**src/rtl/product_accumulator_if.sv**
```systemverilog
// Handshake bundle for product_accumulator: product input stream and
// frame-total output stream, each with its own valid/ready pair.
interface product_accumulator_if #(
   parameter int ACC_W = 8
);
   logic             in_valid;
   logic             in_ready;
   logic [3:0]       prod;
   logic             out_valid;
   logic             out_ready;
   logic [ACC_W-1:0] acc_out;
   logic             overflow;

   modport master (
      output in_valid, prod, out_ready,
      input  in_ready, out_valid, acc_out, overflow
   );

   modport slave (
      input  in_valid, prod, out_ready,
      output in_ready, out_valid, acc_out, overflow
   );
endinterface

```
**src/rtl/product_accumulator.sv**
```systemverilog
// Sums frames of COUNT 4-bit products and hands the total downstream.
// Optional macro PRODUCT_ACCUMULATOR_SATURATE_EN: clamp to all ones on overflow.
module product_accumulator #(
   parameter int ACC_W = 8,
   parameter int COUNT = 4
) (
   input  logic                   clk,
   input  logic                   rst_n,
   product_accumulator_if.slave   bus
);
   localparam int CNT_W = $clog2(COUNT) + 1;

   localparam logic [0:0] S_ACCUM = 1'b0;
   localparam logic [0:0] S_DONE  = 1'b1;

   logic [0:0]       state_q, state_d;
   logic [ACC_W-1:0] acc_q, acc_d;
   logic [CNT_W-1:0] cnt_q, cnt_d;
   logic             ovf_q, ovf_d;

   logic [ACC_W:0]   sum;
   logic             last;

   assign sum  = {1'b0, acc_q} + {{(ACC_W-3){1'b0}}, bus.prod};
   assign last = (cnt_q == CNT_W'(COUNT - 1));

   assign bus.in_ready  = (state_q == S_ACCUM);
   assign bus.out_valid = (state_q == S_DONE);
   assign bus.acc_out   = acc_q;
   assign bus.overflow  = ovf_q;

   // Next-state: accumulate while collecting, hold then clear once done
   always_comb begin
      state_d = state_q;
      acc_d   = acc_q;
      cnt_d   = cnt_q;
      ovf_d   = ovf_q;
      case (state_q)
         S_ACCUM: begin
            if (bus.in_valid) begin
`ifdef PRODUCT_ACCUMULATOR_SATURATE_EN
               acc_d = sum[ACC_W] ? '1 : sum[ACC_W-1:0];
`else
               acc_d = sum[ACC_W-1:0];
`endif
               ovf_d = ovf_q | sum[ACC_W];
               if (last) begin
                  state_d = S_DONE;
               end else begin
                  cnt_d = cnt_q + CNT_W'(1);
               end
            end
         end
         S_DONE: begin
            if (bus.out_ready) begin
               state_d = S_ACCUM;
               acc_d   = '0;
               cnt_d   = '0;
               ovf_d   = 1'b0;
            end
         end
         default: begin
            state_d = S_ACCUM;
         end
      endcase
   end

   // State registers with synchronous active-low reset
   always_ff @(posedge clk) begin
      if (!rst_n) begin
         state_q <= S_ACCUM;
         acc_q   <= '0;
         cnt_q   <= '0;
         ovf_q   <= 1'b0;
      end else begin
         state_q <= state_d;
         acc_q   <= acc_d;
         cnt_q   <= cnt_d;
         ovf_q   <= ovf_d;
      end
   end
endmodule

```
**src/flat_wrapper.sv**
```systemverilog
// flat-port wrapper written by rule: the top's interface ports become plain ports
module product_accumulator_flat 
#(
   parameter int ACC_W = 8,
   parameter int COUNT = 4
)
  (clk, rst_n, bus_in_valid, bus_prod, bus_out_ready, bus_in_ready, bus_out_valid, bus_acc_out, bus_overflow);
  product_accumulator_if #(.ACC_W(ACC_W)) bus_i ();
  input  logic clk;
  input  logic rst_n;
  input wire logic [$bits(bus_i.in_valid)-1:0] bus_in_valid;
  input wire logic [$bits(bus_i.prod)-1:0] bus_prod;
  input wire logic [$bits(bus_i.out_ready)-1:0] bus_out_ready;
  output wire logic [$bits(bus_i.in_ready)-1:0] bus_in_ready;
  output wire logic [$bits(bus_i.out_valid)-1:0] bus_out_valid;
  output wire logic [$bits(bus_i.acc_out)-1:0] bus_acc_out;
  output wire logic [$bits(bus_i.overflow)-1:0] bus_overflow;
  assign bus_i.in_valid = bus_in_valid;
  assign bus_i.prod = bus_prod;
  assign bus_i.out_ready = bus_out_ready;
  assign bus_in_ready = bus_i.in_ready;
  assign bus_out_valid = bus_i.out_valid;
  assign bus_acc_out = bus_i.acc_out;
  assign bus_overflow = bus_i.overflow;
  product_accumulator #(.ACC_W(ACC_W), .COUNT(COUNT)) u_core (.clk(clk), .rst_n(rst_n), .bus(bus_i));
endmodule
```
**config.mk**
```make
export PLATFORM = sky130hd
export DESIGN_NAME = product_accumulator_flat
export DESIGN_NICKNAME = d
export VERILOG_FILES = /design/src/rtl/product_accumulator_if.sv /design/src/rtl/product_accumulator.sv /design/src/flat_wrapper.sv
export SDC_FILE = /design/constraint.sdc
export NUM_CORES = 1
export LEC_CHECK = 0
export ABC_AREA = 1
export CAP_MARGIN = 0
export CELL_PAD_IN_SITES_DETAIL_PLACEMENT = 0
export CELL_PAD_IN_SITES_GLOBAL_PLACEMENT = 1
export CORE_ASPECT_RATIO = 0.8
export CORE_MARGIN = 10
export CORE_UTILIZATION = 36
export DETAILED_ROUTE_END_ITERATION = 8
export PLACE_DENSITY = 0.8
export SYNTH_ARGS = -nofsm -noshare
export SYNTH_HDL_FRONTEND = slang
export SYNTH_SLANG_ARGS = --single-unit
```
**constraint.sdc**
```tcl
create_clock -name clk -period 2.55 [get_ports clk]
set_clock_uncertainty 0.2 [all_clocks]
set_input_delay 0.51 -clock clk [delete_from_list [all_inputs] [get_ports clk]]
set_output_delay 0.51 -clock clk [all_outputs]
set_load 0.005 [all_outputs]
```
==> metrics <==
status finished, final reports clean; Max Root-Sink Buffers 2; initial antenna violation count 0; Rel. slew slack 80.78%; n_diodes 0; Detailed Route Iter0 Violations 40; post-CTS setup buffers 0; via count 697; share of cells above drive strength 1 12.60%; ANT nets after route 0; starting density of the core 39.25%; Die ar. 4374 um2; Post-Synthesis Cell Area 763.2 um2; Tmin final 2.113 ns; P_sw 132.4 uW; internal reg-to-reg setup slack 0.75 ns; DR DRC count 0; Primary FF master, synth dfxtp_1; synth top area cells dfxtp_1, nand2_1, ha_1; largest area contributor in the synthesized netlist dfxtp_1; crit path cell chain clkdlybuf4s50_1, ha_1, fa_1, inv_1, nor2_1, nor2_2, nor2_4, nand2_1, nand2_1, a21oi_1; DRT Pass-1 Iters 4; worst vdd ir 0.0003455 V; first-pass GRT wire length 3.091 mm; Root Buffer clkbuf_4; sw frac 28.88%; Via density 4.616; startpoint types primary input; peak fanout along the critical path 3; number of flops mapped to enable cells by yosys 0; Crit path required time 2.56 ns; DPL Wire Length 1.497 mm; leakage 0.0004291 uW; clock latency on the worst-skew pair 0.27 ns; synthesis-to-layout area growth 30.98%; Mapped Nets 120; Remaining Overflow, GRT 0; Max Slew Vio Count 0; CP Class in -> reg; I/O Buffers 18; cts hold-fix bufs 0; fmax 473.4 MHz; Setup TNS Final 0 ns; critical path arrival 2.12 ns; Die H 61.19 um; RSZ-0062 raised after global routing no; library cells used by synthesis 20; gr usage total 8.819%; placed cells 147; Slew @ Worst Pin 0.2872 ns; top-level I/O count 19; CP max stage delay 0.41 ns; CTS tree yes; ys async rst share 0%; drt wl/cell 12.07 um; nets 143; Die Wd 71.48 um; fin crit share 82.85%; final std cells w/o fill 151; post-synthesis average cell area 7.269 um2; Critical Path End Type flip-flop; Clock Sinks 13; crit-path most repeated cell nand2_1; Multi-input gate area 442.9 um2; total CTS buffers 3; largest net degree at the start of global routing 9; Power Density 458.5 nW/um2; Core Area 1944 um2; Slowest-stage cell, CP clkdlybuf4s50_1; Layout fillers 201; Clock Pin Slew Worst Setup and Hold Paths 0.08 ns; synthesized flop and latch total 13; count leader, synth nand2_1; final WL 1.823 mm; Placer Congestion 0.8346; Clk pwr share 28.0%; sequential share of the synthesized area 34.10%; vias in the first global route 688; most frequent cells after synthesis nand2_1, inv_1, dfxtp_1; H-tree levels 1; part of the power in registers 49.0%; Synth Warn # 0; hold crit path type reg -> reg; Gate power share 23.0%; final setup violation count 0; post-synth top area share 34.10%; post-CTS sizing 0; Tot Pwr 458.3 uW; max cap viols 0; FP Rows 14; Fin. Hold Viols 0; Post-Syn Instances 105; internal power 326.0 uW; Reg area 260.3 um2
[per-layer routing]
metal	share of wire, %	GRT usage (%)	vias to the layer above
met2	46	14.32	11
li1	-	-	378
met4	0.44	1.653	0
met1	49	10.73	306
met5	0	0	-
met3	4.9	3.859	2
[per-stage QoR]
stage | area, um2 | hold slack, ns | util (%) | setup slack [ns]
3_5_place_dp | 973.4 | 0.2552 | 50.06 | 0.1795
4_1_cts | 999.7 | 0.2714 | 51.42 | 0.4290
2_1_floorplan | 763.2 | 0.2283 | - | 0.7003
5_1_grt | 999.7 | 0.2945 | 51.42 | 0.3506
3_3_place_gp | 973.4 | 0.2486 | 50.06 | 0.2218
6_report | 999.7 | 0.2702 | 51.42 | 0.4374
[final cells by class]
class | count | share of cell area [%]
tap | 24 | 3.004
sequential | 13 | 26.03
inverter | 16 | 6.008
multi-input combinational | 76 | 44.31
timing repair buffer | 18 | 18.02
clock buffer | 4 | 2.628
[state kept, by name, summed over array words and instances (netlist names)]
name	cells
u_core.bus.out_valid	1
u_core.cnt_q	3
u_core.bus.acc_out	8
u_core.bus.overflow	1
[logic make-up after synthesis]
| logic type | count (synthesis) | share of synthesized area (%) |
|---|---|---|
| buf+inv | 16 | 7.869 |
| simple gates | 53 | 34.43 |
| fa+ha+maj | 7 | 12.46 |
| flops | 13 | 34.10 |
| compound gates | 16 | 11.15 |
[critical path: cells and delay by family]
| family | cells | cell delay, ns |
|---|---|---|
| compound gates | 1 | 0.13 |
| fa+ha+maj | 2 | 0.62 |
| buf+inv | 2 | 0.48 |
| simple gates | 5 | 0.37 |
[cells in the final DEF (no fill, tap or decap)]
master / instances
a21oi_1: 10
o22ai_1: 1
a21oi_2: 1
nand3b_1: 1
o21ai_0: 3
nor2_1: 8
ha_1: 6
clkbuf_1: 1
dfxtp_1: 13
nand2_1: 25
nand3_1: 8
nor2_4: 2
inv_2: 2
inv_1: 14
nand3_2: 1
nand2_2: 3
nor2_2: 2
nor3_1: 1
o21ai_1: 1
clkbuf_4: 3
fa_1: 1
clkdlybuf4s50_1: 18
nand2_4: 2
[power groups by stage]
stage	sequential (uW)	clock, uW	combinational (uW)
final	225	129	105
after detailed placement	230	0	106
after global placement	230	0	104
after global routing	227	139	120
after floorplan	229	0	61.6
after CTS	225	132	106
[worst paths after layout]
kind,startpoint,endpoint,cells after the start
worst min register to register,u_core.bus.overflow,u_core.bus.overflow,2
worst max-delay path,bus_prod[0],u_core.bus.acc_out[6],10
worst min-delay path,u_core.bus.overflow,u_core.bus.overflow,2
worst max register to register,u_core.bus.acc_out[0],u_core.bus.acc_out[6],9
Note: power is estimated with default switching activity, not from simulation.
